--- src/rtl/spi_slave_regs.sv ---
// SPI responder with a 16 x 8 register bank shared with a local host port.
// Define SPI_SLAVE_LSB_FIRST_EN for LSB-first bytes; MSB-first otherwise.
module spi_slave_regs #(
    parameter int SYNC_STAGES = 2,
    parameter int NREGS       = 16
) (
    input  logic       i_ck,
    input  logic       i_rstn,
    input  logic       i_sclk,
    input  logic       i_csn,
    input  logic       i_mosi,
    output logic       o_miso,
    output logic       o_miso_oe,
    input  logic [3:0] i_address,
    input  logic [7:0] i_data,
    input  logic       i_wr,
    input  logic       i_rd,
    output logic [7:0] o_data,
    output logic       o_rx_valid,
    output logic [3:0] o_rx_addr
);

    typedef enum logic [1:0] {
        S_IDLE,
        S_ADDR,
        S_DATA,
        S_DONE
    } state_t;

    state_t state_q;
    state_t state_d;

    logic [SYNC_STAGES-1:0] sclk_sync;
    logic [SYNC_STAGES-1:0] csn_sync;
    logic [SYNC_STAGES-1:0] mosi_sync;
    logic                   sclk_q;
    logic                   csn_q;

    logic sclk_s;
    logic csn_s;
    logic mosi_s;
    logic sclk_rise;
    logic sclk_fall;
    logic csn_rise;
    logic csn_fall;

    logic [2:0] bit_cnt;
    logic [7:0] rx_sh;
    logic [7:0] rx_next;
    logic [7:0] tx_sh;
    logic [7:0] tx_shifted;
    logic       tx_bit;
    logic       wr_frame;
    logic [3:0] idx;
    logic       last_bit;
    logic       addr_done;
    logic       commit;
    logic       in_frame;

    logic [7:0] bank [NREGS];
    logic [7:0] host_rd_word;
    logic [7:0] spi_rd_word;

    // SCLK/CSN reset to their idle-high level so reset release is not an edge
    always_ff @(posedge i_ck or negedge i_rstn) begin
        if (!i_rstn) begin
            sclk_sync <= '1;
            csn_sync  <= '1;
            mosi_sync <= '0;
            sclk_q    <= 1'b1;
            csn_q     <= 1'b1;
        end else begin
            sclk_sync <= {sclk_sync[SYNC_STAGES-2:0], i_sclk};
            csn_sync  <= {csn_sync[SYNC_STAGES-2:0], i_csn};
            mosi_sync <= {mosi_sync[SYNC_STAGES-2:0], i_mosi};
            sclk_q    <= sclk_s;
            csn_q     <= csn_s;
        end
    end

    assign sclk_s    = sclk_sync[SYNC_STAGES-1];
    assign csn_s     = csn_sync[SYNC_STAGES-1];
    assign mosi_s    = mosi_sync[SYNC_STAGES-1];
    assign sclk_rise = sclk_s & ~sclk_q;
    assign sclk_fall = ~sclk_s & sclk_q;
    assign csn_rise  = csn_s & ~csn_q;
    assign csn_fall  = ~csn_s & csn_q;

`ifdef SPI_SLAVE_LSB_FIRST_EN
    assign rx_next    = {mosi_s, rx_sh[7:1]};
    assign tx_bit     = tx_sh[0];
    assign tx_shifted = {1'b0, tx_sh[7:1]};
`else
    assign rx_next    = {rx_sh[6:0], mosi_s};
    assign tx_bit     = tx_sh[7];
    assign tx_shifted = {tx_sh[6:0], 1'b0};
`endif

    assign last_bit = sclk_rise & (bit_cnt == 3'd7);
    assign in_frame = (state_q == S_ADDR) | (state_q == S_DATA);

    assign host_rd_word = (int'(i_address) < NREGS) ? bank[i_address] : 8'h00;
    assign spi_rd_word  = (int'(rx_next[3:0]) < NREGS) ? bank[rx_next[3:0]] : 8'h00;

    always_ff @(posedge i_ck or negedge i_rstn) begin
        if (!i_rstn) begin
            state_q <= S_IDLE;
        end else begin
            state_q <= state_d;
        end
    end

    // An abort (CSN rise) wins over a coincident final SCLK rise
    always_comb begin
        state_d   = state_q;
        addr_done = 1'b0;
        commit    = 1'b0;
        unique case (state_q)
            S_IDLE: begin
                if (csn_fall) begin
                    state_d = S_ADDR;
                end
            end
            S_ADDR: begin
                if (csn_rise) begin
                    state_d = S_IDLE;
                end else if (last_bit) begin
                    state_d   = S_DATA;
                    addr_done = 1'b1;
                end
            end
            S_DATA: begin
                if (csn_rise) begin
                    state_d = S_IDLE;
                end else if (last_bit) begin
                    state_d = S_DONE;
                    commit  = wr_frame;
                end
            end
            S_DONE: begin
                if (csn_rise) begin
                    state_d = S_IDLE;
                end
            end
            default: begin
                state_d = S_IDLE;
            end
        endcase
    end

    always_ff @(posedge i_ck or negedge i_rstn) begin
        if (!i_rstn) begin
            bit_cnt  <= 3'd0;
            rx_sh    <= 8'h00;
            tx_sh    <= 8'h00;
            wr_frame <= 1'b0;
            idx      <= 4'd0;
        end else begin
            if ((state_q == S_IDLE) && csn_fall) begin
                bit_cnt <= 3'd0;
            end else if (in_frame && sclk_rise) begin
                bit_cnt <= bit_cnt + 3'd1;
                rx_sh   <= rx_next;
            end
            // Read data is snapshotted here; later bank writes do not reach it
            if (addr_done) begin
                wr_frame <= rx_next[7];
                idx      <= rx_next[3:0];
                tx_sh    <= rx_next[7] ? 8'h00 : spi_rd_word;
            end else if ((state_q == S_DATA) && !wr_frame && sclk_fall) begin
                tx_sh <= tx_shifted;
            end
        end
    end

    always_ff @(posedge i_ck or negedge i_rstn) begin
        if (!i_rstn) begin
            o_miso     <= 1'b0;
            o_miso_oe  <= 1'b0;
            o_rx_valid <= 1'b0;
            o_rx_addr  <= 4'd0;
        end else begin
            o_miso_oe  <= ~csn_s;
            o_rx_valid <= commit;
            if (commit) begin
                o_rx_addr <= idx;
            end
            if ((state_q != S_DATA) || wr_frame) begin
                o_miso <= 1'b0;
            end else if (sclk_fall) begin
                o_miso <= tx_bit;
            end
        end
    end

    // The SPI commit is assigned last so it wins a same-register collision
    always_ff @(posedge i_ck or negedge i_rstn) begin
        if (!i_rstn) begin
            for (int i = 0; i < NREGS; i++) begin
                bank[i] <= 8'h00;
            end
            o_data <= 8'h00;
        end else begin
            if (i_wr && (int'(i_address) < NREGS)) begin
                bank[i_address] <= i_data;
            end
            if (commit && (int'(idx) < NREGS)) begin
                bank[idx] <= rx_next;
            end
            if (i_rd) begin
                o_data <= host_rd_word;
            end
        end
    end

endmodule

--- config.mk ---
export PLATFORM = sky130hd
export DESIGN_NAME = spi_slave_regs
export DESIGN_NICKNAME = d
export VERILOG_FILES = /design/src/rtl/spi_slave_regs.sv
export SDC_FILE = /design/constraint.sdc
export NUM_CORES = 1
export LEC_CHECK = 0
export ABC_AREA = 1
export CORE_MARGIN = 2
export CORE_UTILIZATION = 50
export DETAILED_ROUTE_END_ITERATION = 10
export PLACE_DENSITY_LB_ADDON = 0.15
export SLEW_MARGIN = 20
export SYNTH_ARGS = -nofsm -noshare
export SYNTH_HDL_FRONTEND = slang
export SYNTH_SLANG_ARGS = --single-unit
--- constraint.sdc ---
create_clock -name i_ck -period 5.5 [get_ports i_ck]
set_input_delay 1.1 -clock i_ck [delete_from_list [all_inputs] [get_ports i_ck]]
set_output_delay 1.1 -clock i_ck [all_outputs]
set_load 0.05 [all_outputs]
## Word level (Yosys, flattened, before mapping)

Index checks and enable logic that the tools add are counted.

- Word-level logic and storage cells: 109
- Input bits: 19
- Output and inout port bits: 15
- Register bits after elaboration: 176

- Bitwise logic cells: 14
- Equality and inequality tests: 9
- Muxes and demuxes: 34
- $lt $le $gt $ge: 5
- Reduce and logical (&&, ||, !) cells: 14
- $add $sub $neg: 1

Operators with widths:

| kind | number |
|---|---|
| $bwmux 128 | 2 |
| $mux 128 | 2 |
| $mux 8 | 9 |
| $bmux 8 s4 | 2 |
| $demux 8 s4 | 2 |
| $ge 5x5->1 const B | 3 |
| $not 4->5 | 3 |
| $mux 2 | 6 |
| $lt 5x1->1 const B | 2 |
| $mux 1 | 8 |
| $pmux 2 s4 | 1 |
| $logic_and 1x1->1 | 6 |
| $mux 3 | 2 |
| $ne 2x2->1 const B | 3 |
| $ne 3x3->1 const B | 2 |
| $reduce_bool 2->1 | 3 |
| $and 1x1->1 | 5 |
| $not 1->1 | 5 |
| $eq 2x2->1 const B | 2 |
| $reduce_and 4->1 | 1 |
| $add 3x1->3 const B | 1 |
| $eq 3x3->1 const B | 1 |
| $eq 2x1->1 const B | 1 |
| $logic_not 2->1 | 1 |
| 4 further kinds | 4 |

## Logic depth before layout (Yosys ltp)

- Word-level depth: 9
- Gate-level depth with buffers: 12
- Mapped depth without buffers: 11

## Least setup slack after synthesis

OpenSTA, ideal clock, no wires.

- Path kind: input port to flip-flop
- Start: input port i_address[2]
- End: register bank[61] (netlist bit)
- Data required time: 5.365 ns
- Data arrival time: 2.096 ns
- Cell stages on the path: 8
- Path slack: 3.269 ns
- Cell sequence: inv_1 nand2_1 clkinv_1 nand2_1 buf_6 o21ai_0 nand2_1 o21ai_0

- Cells in the longest elaborated chain, start to end: 9

Ends and longest elaborated chain:

| item | line | RTL |
|---|---|---|
| start, declared | 14 | `input logic [3:0] i_address,` |
| $not 4->5 (not written as such) * | 205 | `bank[i_address] <= i_data;` |
| $ge 5x5->1 (not written as such) / $lt 5x1->1 (equally long branches) | 205 |  |
| $logic_and 1x1->1 (not written as such) | 205 |  |
| $mux 8 (not written as such) | 205 |  |
| $demux 8 s4 * | 205 |  |
| $bwmux 128 * | 205 |  |
| $mux 128 * | 204 | `if (i_wr && (int'(i_address) < NREGS)) begin` |
| $bwmux 128 | 208 | `bank[idx] <= rx_next;` |
| $mux 128 * | 207 | `if (commit && (int'(idx) < NREGS)) begin` |
| end signal, assigned by index | 205 |  |
| end signal, assigned by index | 208 |  |
| end, declared | 60 | `logic [7:0] bank [NREGS];` |

Every way passes the cells marked *; elsewhere a longest branch is shown, timed or not.
A chain may end at the register's enable or synchronous reset.

## Final worst setup path

- Start: input port i_address[1]
- End: register bank[14] (netlist bit)

Same word-level chain as after synthesis.

==> impl_metrics.py <==
metrics = {
    "outcome": {
        "status": "finished clean",
    },
    "critical_path": {
        "rrSetupSlack_ns": 2.93,
        "crit_fanout": 15,
        "critPathRequiredTime_ns": 5.80,
        "cp_common_cell": "nand2_1",
        "cp-end-kind": "flop",
        "rr_endpoint": "tx_sh[7]$_DFFE_PN0P_",
        "cp_slowest_stage_delay_ns": 0.66,
        "worstSetupPathType": "in2reg",
        "arrival_ns": 3.67,
        "crit_chain": "clkdlybuf4s50_1 > inv_2 > nor2_4 > nand2_1 > nor2_1 > o21ai_0 > nand2_1 > o21ai_1",
        "r2r-start": "mosi_sync[1]$_DFF_PN0_",
        "cp-start-kind": "input pin",
        "slowest_stage": "nor2_1",
        "r2r_cells": 9,
    },
    "detailed_routing": {
        "met1_length_um": 14900,
        "viasPerCell": 5.97,
        "post-route-drc-count": 0,
        "antenna_left": 0,
        "wirelength_um": 35700,
        "wl_per_cell_um": 21.0,
        "highest_layer": "met4",
        "wl_met2_um": 15400,
        "firstDrtPassIters": 5,
        "met3_length_um": 3990,
        "route.vias.total": 10161,
        "drt_iter0_markers": 1322,
    },
    "floorplan": {
        "coreArea_sq_um": 20200,
        "die_h_um": 148,
        "io_pins": 34,
        "dieArea_sq_um": 21800,
        "rows": 52,
        "start_util_pct": 50.9,
        "die_width_um": 148,
    },
    "timing": {
        "holdWs_ns": 0.355,
        "rsz0062_at_grt": "false",
        "finalHoldViolations": 0,
        "setup-tns-final_ns": 0,
        "fin_crit_sh_pct": 61.2,
        "slew_headroom_pct": 30.6,
        "finalCriticalPeriod_ns": 3.37,
        "worst_pin_slew_ns": 1.04,
        "finalSetupViolations": 0,
        "final.setup_skew_ns": 0.00910,
        "post-route-worst-setup-slack_ns": 2.13,
        "slew_viol_final": 0,
        "fmax_ghz": 0.297,
    },
    "power_and_ir_drop": {
        "power.switching_w": 0.00197,
        "p_leak_nw": 5.33,
        "p_sw_share_pct": 40.8,
        "p_int_w": 0.00286,
        "pwr_density_cell_nw_per_um2": 427,
        "seq_power_share_pct": 38.6,
        "peakVddDrop_uv": 211,
        "pwr-share-comb_pct": 33.6,
        "clkPwrFrac_pct": 27.8,
    },
    "worst_hold_path": {
        "worst_hold_path.endpoint": "sclk_sync[1]$_DFF_PN1_",
        "min_from": "sclk_sync[0]$_DFF_PN1_",
        "hold_depth": 0,
        "hold_class": "reg2reg",
    },
    "cts": {
        "clockRootBuffer": "clkbuf_16",
        "hold_buffers": 0,
        "clk_path_buf_depth": 2,
        "cts-htree-levels": 4,
        "cts_buffers": 17,
        "path_clk_slew_ns": 0.07,
        "cts_resized": 0,
        "cts_setup_buffers": 0,
        "cts.sinks": 176,
        "cts_tree": "built",
        "clock_latency_ns": 0.45,
    },
    "synth": {
        "yosysSeqAreaShare_pct": 42.8,
        "synth-seq-cells": 176,
        "syn_avg_cell_area_sq_um": 7.14,
        "yosysWarningCount": 0,
        "synth.distinct_cells": 31,
        "syn_area_sq_um": 10300,
        "synth_fp_nets": 1469,
        "synthCells": 1443,
    },
    "global_routing": {
        "grt_max_degree": 102,
        "antenna_found_initial": 0,
        "globalRouteOverflowTotal": 0,
        "grt_pass1_wl_um": 54200,
        "grt_pass1_vias": 8984,
        "grt_usage_pct": 33.0,
    },
    "placed_design": {
        "gp_congestion": 0.980,
        "io_buffers": 33,
        "dp_hpwl_um": 22900,
        "dp_slack_ns": 1.78,
    },
    "cells_and_area": {
        "drive_gt1_share_pct": 6.63,
        "syn2layout_area_growth_pct": 9.66,
        "diodes": 0,
        "final_nets": 1446,
    },
    "run": {
        "drv_cap": 0,
    },
}
## how the worst max path moves through the flow
stage,startpoint,endpoint,depth (start not counted)
global placement,i_address[1],bank[11]$_DFF_PN0_,8
floorplan,i_address[2],bank[61]$_DFF_PN0_,8
CTS,i_address[1],bank[14]$_DFF_PN0_,8
detailed placement,i_address[1],bank[14]$_DFF_PN0_,8
global route,i_address[1],bank[14]$_DFF_PN0_,8
finish,i_address[1],bank[14]$_DFF_PN0_,8
## registers in the layout (all words and copies together), names as in the netlist, 2 cells and up
name	cells
sclk_sync	2
o_rx_addr	4
tx_sh	8
state_q	2
rx_sh	7
o_data	8
idx	4
mosi_sync	2
csn_sync	2
bank	128
bit_cnt	3
## Yosys cell counts, drive strengths merged
| cell type | count | area [sq um] |
|---|---|---|
| clkbuf | 39 | 146 |
| o31ai | 1 | 7.51 |
| nor3 | 3 | 20.0 |
| or2 | 7 | 43.8 |
| a21oi | 15 | 78.8 |
| nand2 | 465 | 1760 |
| clkinv | 5 | 20.0 |
| o211ai | 14 | 105 |
| nand3 | 98 | 553 |
| a31oi | 12 | 75.1 |
| a22oi | 64 | 480 |
| nand4 | 1 | 6.26 |
| ha | 7 | 87.6 |
| dfstp | 6 | 158 |
| inv | 100 | 375 |
| o21ai | 289 | 1450 |
| buf | 49 | 264 |
| dfrtp | 170 | 4250 |
| nor2 | 98 | 423 |
## cells in the final DEF, fill, tap and decap left out
cell and n:
clkbuf_8 2, clkinv_1 4, nand3_4 1, or2_2 7, inv_2 4, a22oi_1 64, nand4_1 1, ha_1 7
nand2_1 459, buf_4 13, nand2_2 6, nor2_4 6, dfrtp_2 1, nor2_2 5, clkinv_2 1, a31oi_1 12
nor3_2 1, inv_1 96, o21ai_0 246, dfrtp_1 169, clkinvlp_4 2, o211ai_1 14, inv_8 4, a21oi_2 1
nor3_1 2, inv_6 4, nor2_1 87, clkbuf_16 17, clkdlybuf4s50_1 32, o31ai_1 1, a21oi_1 14, clkinv_4 1
nand3_2 10, o21ai_1 43, dfstp_2 6, nand3_1 87, bufinv_16 3
## cell families after synthesis
kind of cell | Yosys count | synth area share, %
AOI/OAI and AO/OA | 395 | 21.3
buffers and inverters | 193 | 7.82
DFF | 176 | 42.8
adders and majority gates | 7 | 0.850
and+or+nand+nor | 672 | 27.2
## worst max-delay path, delay by kind of cell
family / cells / cell delay [ns]
AOI/OAI and AO/OA: 2 / 0.23
buffers and inverters: 2 / 0.71
and+or+nand+nor: 4 / 1.62
## power groups by stage
stage / Clock, W / Combinational [W] / Sequential, W
floorplan: 0 / 0.00105 / 0.00181
global placement: 0 / 0.00155 / 0.00187
detailed placement: 0 / 0.00157 / 0.00187
CTS: 0.00136 / 0.00158 / 0.00185
global route: 0.00140 / 0.00178 / 0.00189
finish: 0.00134 / 0.00162 / 0.00186
## layout make-up
| cell class | instances | area (sq um) |
|---|---|---|
| clock inverter | 14 | 194 |
| fill | 1972 | 8930 |
| timing repair buffer | 46 | 432 |
| inverter | 105 | 395 |
| multi-input combinational | 1074 | 5090 |
| tap | 270 | 338 |
| sequential | 176 | 4410 |
| clock buffer | 18 | 439 |
## layer usage
layer / vias to the layer above / GRT usage, %
met5: - / 0
met4: 0 / 13.9
met3: 94 / 8.06
met2: 591 / 49.0
met1: 4739 / 46.2
li1: 4737 / -
## metrics by stage
step / instance area [sq um] / utilization [%] / total power [W] / std cells
6_report: 11300 / 55.8 / 0.00483 / 1703
5_1_grt: 11300 / 55.8 / 0.00508 / 1703
4_1_cts: 11300 / 55.8 / 0.00479 / 1703
3_5_place_dp: 10700 / 52.7 / 0.00344 / 1671
3_3_place_gp: 10700 / 52.7 / 0.00342 / 1671
2_1_floorplan: 10300 / - / 0.00286 / 1443
Power figures use the tool's default switching activity.
